File: config.mk
export PLATFORM = sky130hd
export DESIGN_NAME = demux_scan_ctrl
export DESIGN_NICKNAME = d
export VERILOG_FILES = /design/src/rtl/demux_scan_pkg.sv /design/src/rtl/demux_scan_next.sv /design/src/rtl/demux_scan_ctrl.sv
export SDC_FILE = /design/constraint.sdc
export NUM_CORES = 1
export LEC_CHECK = 0
export BUFFER_PORTS_ARGS = -buffer_cell sky130_fd_sc_hd__buf_2
export CAP_MARGIN = 20
export CORE_MARGIN = 2
export CORE_UTILIZATION = 60
export DETAILED_ROUTE_END_ITERATION = 8
export GPL_TIMING_DRIVEN = 0
export PLACE_DENSITY_LB_ADDON = 0.15
export SLEW_MARGIN = 0
export SYNTH_ARGS = -nofsm -noshare
export SYNTH_HDL_FRONTEND = slang
export SYNTH_SLANG_ARGS = --single-unit
File: constraint.sdc
create_clock -name clk -period 3.1 [get_ports clk]
set_clock_uncertainty 0.1 [all_clocks]
set_input_delay 0.155 -clock clk [delete_from_list [all_inputs] [get_ports clk]]
set_output_delay 0.155 -clock clk [all_outputs]
set_load 0.02 [all_outputs]
File: src/rtl/demux_scan_pkg.sv
// Shared constants and FSM state type for the demux scan controller.
// Imported by demux_scan_next and demux_scan_ctrl.
package demux_scan_pkg;

    localparam int NUM_CH = 8;
    localparam int SEL_W  = 3;

    typedef enum logic [1:0] {
        IDLE = 2'd0,
        SCAN = 2'd1,
        DONE = 2'd2
    } state_e;

endpackage

File: src/rtl/demux_scan_next.sv
// Combinational channel search: the lowest enabled channel of a mask and
// the next enabled channel strictly above the current one.
module demux_scan_next
    import demux_scan_pkg::*;
(
    input  logic [NUM_CH-1:0] mask,
    input  logic [SEL_W-1:0]  cur,
    output logic [SEL_W-1:0]  next_ch,
    output logic              found,
    output logic [SEL_W-1:0]  first_ch
);

    // Walking downward means the last hit is the lowest qualifying channel.
    always_comb begin
        // NOTE: every output gets a default before the loop so no latch is inferred.
        next_ch  = '0;
        found    = 1'b0;
        first_ch = '0;
        for (int i = NUM_CH - 1; i >= 0; i--) begin
            if (mask[i]) begin
                first_ch = SEL_W'(i);
                if (SEL_W'(i) > cur) begin
                    next_ch = SEL_W'(i);
                    found   = 1'b1;
                end
            end
        end
    end

endmodule

File: src/rtl/demux_scan_ctrl.sv
// Scan controller that steps a 1-to-8 demux select through the enabled channels,
// toggling w every HALF_PERIOD cycles. Define DEMUX_SCAN_LOOP_EN for a continuous scan.
module demux_scan_ctrl
    import demux_scan_pkg::*;
#(
    parameter int DWELL       = 20,
    parameter int HALF_PERIOD = 5
) (
    input  logic              clk,
    input  logic              rst,
    input  logic              start,
    input  logic              stop,
    input  logic [NUM_CH-1:0] ch_mask,
    output logic [SEL_W-1:0]  sel,
    output logic              w,
    output logic              busy,
    output logic              done
);

    localparam int DWELL_W = $clog2(DWELL);
    localparam int TOG_W   = $clog2(HALF_PERIOD) + 1;

    localparam logic [DWELL_W-1:0] DWELL_LAST = DWELL_W'(DWELL - 1);
    localparam logic [TOG_W-1:0]   TOG_LAST   = TOG_W'(HALF_PERIOD - 1);

    state_e              state_q, state_d;
    logic [NUM_CH-1:0]   mask_q, mask_d;
    logic [SEL_W-1:0]    sel_q, sel_d;
    logic                w_q, w_d;
    logic                busy_q, busy_d;
    logic                done_q, done_d;
    logic [DWELL_W-1:0]  dwell_q, dwell_d;
    logic [TOG_W-1:0]    tog_q, tog_d;

    logic [NUM_CH-1:0]   search_mask;
    logic [SEL_W-1:0]    next_ch;
    logic                next_found;
    logic [SEL_W-1:0]    first_ch;

    // In IDLE the first channel comes from the live mask being accepted;
    // afterwards only the captured copy steers the search.
    assign search_mask = (state_q == IDLE) ? ch_mask : mask_q;

    demux_scan_next u_next (
        .mask     (search_mask),
        .cur      (sel_q),
        .next_ch  (next_ch),
        .found    (next_found),
        .first_ch (first_ch)
    );

    always_comb begin
        state_d = state_q;
        mask_d  = mask_q;
        sel_d   = sel_q;
        w_d     = w_q;
        busy_d  = busy_q;
        done_d  = 1'b0;
        dwell_d = dwell_q;
        tog_d   = tog_q;

        unique case (state_q)
            IDLE: begin
                sel_d   = '0;
                w_d     = 1'b0;
                busy_d  = 1'b0;
                dwell_d = '0;
                tog_d   = '0;
                if (start && !stop && (ch_mask != '0)) begin
                    state_d = SCAN;
                    mask_d  = ch_mask;
                    sel_d   = first_ch;
                    busy_d  = 1'b1;
                end
            end

            SCAN: begin
                busy_d = 1'b1;
                if (stop) begin
                    state_d = IDLE;
                    sel_d   = '0;
                    w_d     = 1'b0;
                    busy_d  = 1'b0;
                    dwell_d = '0;
                    tog_d   = '0;
                end else if (dwell_q == DWELL_LAST) begin
                    // Channel change wins over a coincident w toggle.
                    dwell_d = '0;
                    tog_d   = '0;
                    w_d     = 1'b0;
                    if (next_found) begin
                        sel_d = next_ch;
                    end else begin
`ifdef DEMUX_SCAN_LOOP_EN
                        sel_d = first_ch;
`else
                        state_d = DONE;
                        busy_d  = 1'b0;
                        done_d  = 1'b1;
`endif
                    end
                end else begin
                    dwell_d = dwell_q + DWELL_W'(1);
                    if (tog_q == TOG_LAST) begin
                        w_d   = ~w_q;
                        tog_d = '0;
                    end else begin
                        tog_d = tog_q + TOG_W'(1);
                    end
                end
            end

            DONE: begin
                state_d = IDLE;
                sel_d   = '0;
                w_d     = 1'b0;
                busy_d  = 1'b0;
                dwell_d = '0;
                tog_d   = '0;
            end

            default: begin
                state_d = IDLE;
                sel_d   = '0;
                w_d     = 1'b0;
                busy_d  = 1'b0;
                dwell_d = '0;
                tog_d   = '0;
            end
        endcase
    end

    always_ff @(posedge clk) begin
        // NOTE: state is updated with non-blocking assignments so every flop samples pre-edge values.
        if (rst) begin
            state_q <= IDLE;
            mask_q  <= '0;
            sel_q   <= '0;
            w_q     <= 1'b0;
            busy_q  <= 1'b0;
            done_q  <= 1'b0;
            dwell_q <= '0;
            tog_q   <= '0;
        end else begin
            state_q <= state_d;
            mask_q  <= mask_d;
            sel_q   <= sel_d;
            w_q     <= w_d;
            busy_q  <= busy_d;
            done_q  <= done_d;
            dwell_q <= dwell_d;
            tog_q   <= tog_d;
        end
    end

    assign sel  = sel_q;
    assign w    = w_q;
    assign busy = busy_q;
    assign done = done_q;

endmodule

* Word level (Yosys, flattened, before mapping)
Index checks and enable logic that the tools add are counted.
Cells by class: add/subtract/negate cells 2, equality and inequality tests 7, reduce and logical (&&, ||, !) cells 11, bitwise operators 3, $lt $le $gt $ge 8, multiplexer cells 57
Operators by type and width (number):
- 3-bit two-way mux | 28
- 1-bit two-way mux | 21
- 3-bit greater-than comparator (first input constant) | 4
- 3-bit inequality test (second input constant) | 3
- 2-bit two-way mux | 4
- 8-bit two-way mux | 1
- 8-bit nonzero test | 1
- 4-bit OR reduction | 2
- 1-bit by 3-bit greater-than comparator with 1-bit output (first input constant) | 2
- 2-bit by 3-bit greater-than comparator with 1-bit output (first input constant) | 2
- 3-bit case mux with 2 select lines | 1
- 5-bit by 1-bit adder with 5-bit output (second input constant) | 1
- 5-bit == test (second input constant) | 1
- 5-bit OR reduction | 1
- 4-bit by 1-bit adder with 4-bit output (second input constant) | 1
- 4-bit by 3-bit == test with 1-bit output (second input constant) | 1
- 2-bit case mux with 2 select lines | 1
- 2-bit AND reduction | 2
- 1-bit NOT | 3
- 3-bit AND reduction | 1
- 2-bit by 1-bit == test with 1-bit output (second input constant) | 1
- 1-bit logical AND | 2
- 2-bit logical NOT | 1
- 2-bit by 1-bit inequality test with 1-bit output (second input constant) | 1
- 2 further kinds | 2
Word-level totals: register bits 25, output and inout bits 6

* Logic depth before layout (Yosys ltp)
depth after elaboration 21, mapped depth 7

* Cells and area by module
Synthesis repeated with hierarchy kept, for this count alone.
Unflattened totals: cell total of the unflattened synthesis 146, area, all modules 1305.0 um^2
Modules (own cells, without submodules):
- demux_scan_ctrl | cells an instance 108, area each 1084.8 um^2, seq. area each 500.5 um^2, times used 1
- demux_scan_next | cells an instance 38, area each 220.2 um^2, seq. area each 0.0 um^2, times used 1

* Worst setup path before layout
No wires, ideal clock.
kind register to register, start point register state_q[1], end point register busy_q, in the netlist busy, arrival 1795 ps, slack 1075 ps, data required time 2870 ps, clock period less this slack 2025 ps, cell stages (with the launch flop) 8, buffers on the path 1, cells stage by stage dfxtp_1 -> buf_6 -> or3_1 -> o211a_1 -> or2_4 -> or4b_4 -> nand2_1 -> a21oi_1
On the way: cells in the longest elaborated chain, start to end 21, elaborated cells between the ends (all ways) 22, those cells by class 1 x eq/ne; 20 x mux; 1 x reduce/logical
RTL lines:
- start: declaration | RTL line demux_scan_ctrl.sv:26 | state_e state_q, state_d;
- start signal: assignment | RTL line demux_scan_ctrl.sv:145 | state_q <= state_d;
- 2-bit logical NOT | RTL line demux_scan_ctrl.sv:42, demux_scan_ctrl.sv:62
- 8-bit two-way mux | RTL line demux_scan_ctrl.sv:42 | assign search_mask = (state_q == IDLE) ? ch_mask : mask_q;
- 1-bit two-way mux | RTL line demux_scan_next.sv:20 | if (mask[i]) begin
- 1-bit two-way mux | RTL line demux_scan_next.sv:22 | if (SEL_W'(i) > cur) begin
- 1-bit two-way mux | RTL line demux_scan_next.sv:20
- 1-bit two-way mux | RTL line demux_scan_next.sv:22
- 1-bit two-way mux | RTL line demux_scan_next.sv:20
- 1-bit two-way mux | RTL line demux_scan_next.sv:22
- [5 not listed]
- 1-bit two-way mux | RTL line demux_scan_next.sv:22
- 1-bit two-way mux | RTL line demux_scan_next.sv:20
- 1-bit two-way mux | RTL line demux_scan_next.sv:22
- 1-bit two-way mux | RTL line demux_scan_next.sv:20
- 1-bit two-way mux | RTL line demux_scan_ctrl.sv:91 | if (next_found) begin
- 1-bit two-way mux | RTL line demux_scan_ctrl.sv:86 | end else if (dwell_q == DWELL_LAST) begin
- 1-bit two-way mux | RTL line demux_scan_ctrl.sv:79 | if (stop) begin
- 1-bit case mux with 2 select lines * | RTL line demux_scan_ctrl.sv:62 | unique case (state_q)
- end signal: assignment | RTL line demux_scan_ctrl.sv:149 | busy_q <= busy_d;
- end: declaration | RTL line demux_scan_ctrl.sv:30 | logic busy_q, busy_d;
Mark *: on every way between the ends. The rest lies on a longest branch, timed or not. A chain may end at the register's enable or synchronous reset.

* Final worst setup path
start point register state_q[1], end point register sel_q[1], in the netlist sel[1]
On the way: cells in the longest elaborated chain, start to end 21, elaborated cells between the ends (all ways) 49, those cells by class 3 x eq/ne; 44 x mux; 2 x reduce/logical
RTL lines:
- 2-bit logical NOT | RTL line demux_scan_ctrl.sv:42, demux_scan_ctrl.sv:62
- 8-bit two-way mux | RTL line demux_scan_ctrl.sv:42
- 3-bit two-way mux | RTL line demux_scan_next.sv:20
- 3-bit two-way mux | RTL line demux_scan_next.sv:22
- 3-bit two-way mux | RTL line demux_scan_next.sv:20
- 3-bit two-way mux | RTL line demux_scan_next.sv:22
- 3-bit two-way mux | RTL line demux_scan_next.sv:20
- 3-bit two-way mux | RTL line demux_scan_next.sv:22
- [5 not listed]
- 3-bit two-way mux | RTL line demux_scan_next.sv:22
- 3-bit two-way mux | RTL line demux_scan_next.sv:20
- 3-bit two-way mux | RTL line demux_scan_next.sv:22
- 3-bit two-way mux | RTL line demux_scan_next.sv:20
- 3-bit two-way mux | RTL line demux_scan_ctrl.sv:91
- 3-bit two-way mux | RTL line demux_scan_ctrl.sv:86
- 3-bit two-way mux | RTL line demux_scan_ctrl.sv:79
- 3-bit case mux with 2 select lines | RTL line demux_scan_ctrl.sv:62
- end signal: assignment | RTL line demux_scan_ctrl.sv:147 | sel_q <= sel_d;
- end: declaration | RTL line demux_scan_ctrl.sv:28 | logic [SEL_W-1:0] sel_q, sel_d;
Several ways; a longest one is shown, not always the timed one. The select of a mux whose other input is x is not followed.

==> results.ini <==
[status]
outcome = completed

[setup_path]
cp_slowest_cell = dfxtp_1
cp_top_family = compound AO/OA/AOI/OAI gates
path_cells = buf_6 -> or3b_1 -> clkbuf_1 -> a2111o_1 -> o31ai_4 -> nor2b_1 -> nor3_1
arrival_ns = 2.33
cp_max_fo = 10
slowest_delay_ns = 0.39
required_ns = 3.21
endpoint_kind = register
path_buf_inv = 2
worstSetupPathType = reg2reg
start_kind = register

[drt]
num_vias = 1191
drtPass1Iterations = 4
drtIter0Drc = 25
drt-total-wl_um = 2810
wl_per_cell_um = 13.8
viasPerCell = 5.87
ant_nets = 0
drc_errors = 0

[synth]
muxShareOfSynthArea = 0.0598
synth_ff_type = dfxtp_1
synth_top_family_by_area = simple AND/OR/NAND/NOR gates
synthArstFlopShare = 0
synth-compound-area-share = 0.221
syn_avg_cell_area_um2 = 8.69
ys_seq_area_frac = 0.359
synth_edf_count = 0
synth.distinct_cells = 45
synth-xor-area-share = 0.0262
synth.net_count = 169
ys.warnings.count = 0
syn_inst = 154
netlist_area_um2 = 1340
synth_seq_cells = 24
synthSimpleGateAreaFrac = 0.263
synth_fa_ha_area_frac = 0.0280

[min_path]
hold_path_class = in2reg

[sta]
slew_viol_final = 0
fin_tns_setup_ns = 0
fmax_mhz = 449
timing.slew.headroom = 0.661
setup_violations = 0
hold_viol_final = 0
period_minus_slack_ns = 2.23
grt_setup_unrepaired = no
period_share = 0.718
worst_pin_slew_ns = 0.507

[grt]
grt_use_total = 0.248
grt_max_degree = 14
antenna_found_initial = 0
grt_pass1_vias = 1175
grt_pass1_wl_um = 4910
overflow = 0

[clock_network]
worstSkewPairLatency_ns = 0.32
cts_made_buffers = 3
cts_tree = built
cts_max_path_buffers = 2
clk_pin_slew_ns = 0.13
root_buffer = clkbuf_4
cts.sinks = 24
htreeDepth = 1
post_cts_buffers = 0

[floorplanning]
rows = 17
die_y_um = 51.2
core_um2 = 2170
start_util = 0.617
ioPinCount = 18
fp.dieW_um = 51.2
die_area_um2 = 2630

[final_layout]
fin_area_um2 = 1500
n_antenna_cell = 0
drive_above_1_share = 0.194
syn2layout_area_growth_pct = 12.1
fin_util = 0.691
n_fill_cell = 196
stdcell_count = 203
nNetsFinal = 191

[place]
dp_hpwl_um = 2180
postPlaceCellArea_um2 = 1450
dp.cells = 198
gp_congestion = 0.861
port_buffers = 16

[power_and_ir_drop]
p_leak_nw = 0.632
p_per_area_nw_per_um2 = 390
vdd_ir_drop_max_mv = 0.310

[job]
drv_cap = 0

-- where the power goes --
part	internal, mW	switching [mW]
combinational	0.0406	0.0532
clock	0.0718	0.0922
sequential	0.317	0.00996
total	0.429	0.155
-- cell usage after synthesis (3+ instances only) --
library cell	n	area (µm²)
inv_1	7	26.3
o21ai_0	7	35.0
a21oi_1	10	50.1
mux2i_1	8	80.1
ha_1	3	37.5
nor2_1	22	82.6
dfxtp_1	24	480
xor2_1	3	26.3
nand2_1	5	18.8
a211oi_1	3	22.5
and3_1	3	18.8
clkbuf_1	3	11.3
nand3_1	5	25.0
nand2b_1	4	25.0
nor3_1	8	40.0
-- area by class of cell --
cell class | instances | area, µm² | area share
tap | 28 | 35.0 | 0.0234
inverter | 7 | 26.3 | 0.0175
sequential | 24 | 480 | 0.320
multi-input combinational | 117 | 800 | 0.533
buffer | 6 | 32.5 | 0.0217
clock buffer | 4 | 36.3 | 0.0242
timing repair buffer | 17 | 90.1 | 0.0600
-- registers in the layout, indices dropped and copies added, names as in the netlist --
register and count:
tog_q 4, state_q 2, sel 3, dwell_q 5
done 1, busy 1, w 1, mask_q 7
-- worst paths after layout --
kind	start	to	slack, ns	depth (start not counted)
hold / removal	ch_mask[6]	mask_q[6]$_SDFFE_PP0P_	0.02	3
setup reg to reg	state_q[1]$_SDFFE_PP0P_	sel[1]$_SDFFE_PP0P_	0.87	7
setup / recovery	state_q[1]$_SDFFE_PP0P_	sel[1]$_SDFFE_PP0P_	0.87	7
hold reg to reg	dwell_q[0]$_SDFF_PP0_	dwell_q[0]$_SDFF_PP0_	0.36	1
-- worst reg2reg max path, cell delays in order (launching register included) --
cell and delay [ns]:
dfxtp_1 0.39, buf_6 0.16, or3b_1 0.38, clkbuf_1 0.20, a2111o_1 0.40, o31ai_4 0.27, nor2b_1 0.17, nor3_1 0.05
-- placed cells by master (no fill, tap or decap), drive strengths merged, types with 2 or more instances in the layout --
master	Yosys	final
dfxtp	24	24
nor2	22	22
buf	3	19
a21oi	10	10
nor3	8	8
mux2i	8	8
inv	7	7
o21ai	7	7
clkbuf	3	7
nand3	5	5
nand2	5	5
nand2b	4	4
or3b	4	4
xor2	3	3
a211oi	3	3
and3	3	3
ha	3	3
a221oi	3	3
nand3b	2	2
or4b	2	2
nor3b	2	2
or3	2	2
o211ai	2	2
or2	2	2
-- per-stage QoR --
stage	power [mW]	worst slack (ns)	hold WS [ns]
after CTS	0.586	0.878	0.0204
after floorplan	0.398	1.07	0.199
final	0.585	0.873	0.0197
after detailed placement	0.425	0.905	0.322
after global placement	0.422	0.941	0.317
after global routing	0.611	0.764	0.0328
-- layer usage --
layer	global-route usage	share of wire
met5	0	0
met4	0.0789	0.0075
met3	0.0526	0.049
met2	0.422	0.45
met1	0.313	0.49
-- kinds of logic after synthesis --
| group | after synthesis |
|---|---|
| AND/OR/NAND/NOR | 64 |
| AO/OA/AOI/OAI | 38 |
| flip-flops | 24 |
| buffers and inverters | 13 |
| multiplexers | 8 |
| XOR/XNOR | 4 |
| adder cells (fa/ha/maj) | 3 |
-- repair_timing --
item,in CTS,in global routing
hold endpoints to repair,1,0
hold buffers,1,0
resized for setup,0,0
No activity file was read; power rests on OpenSTA's default activity.
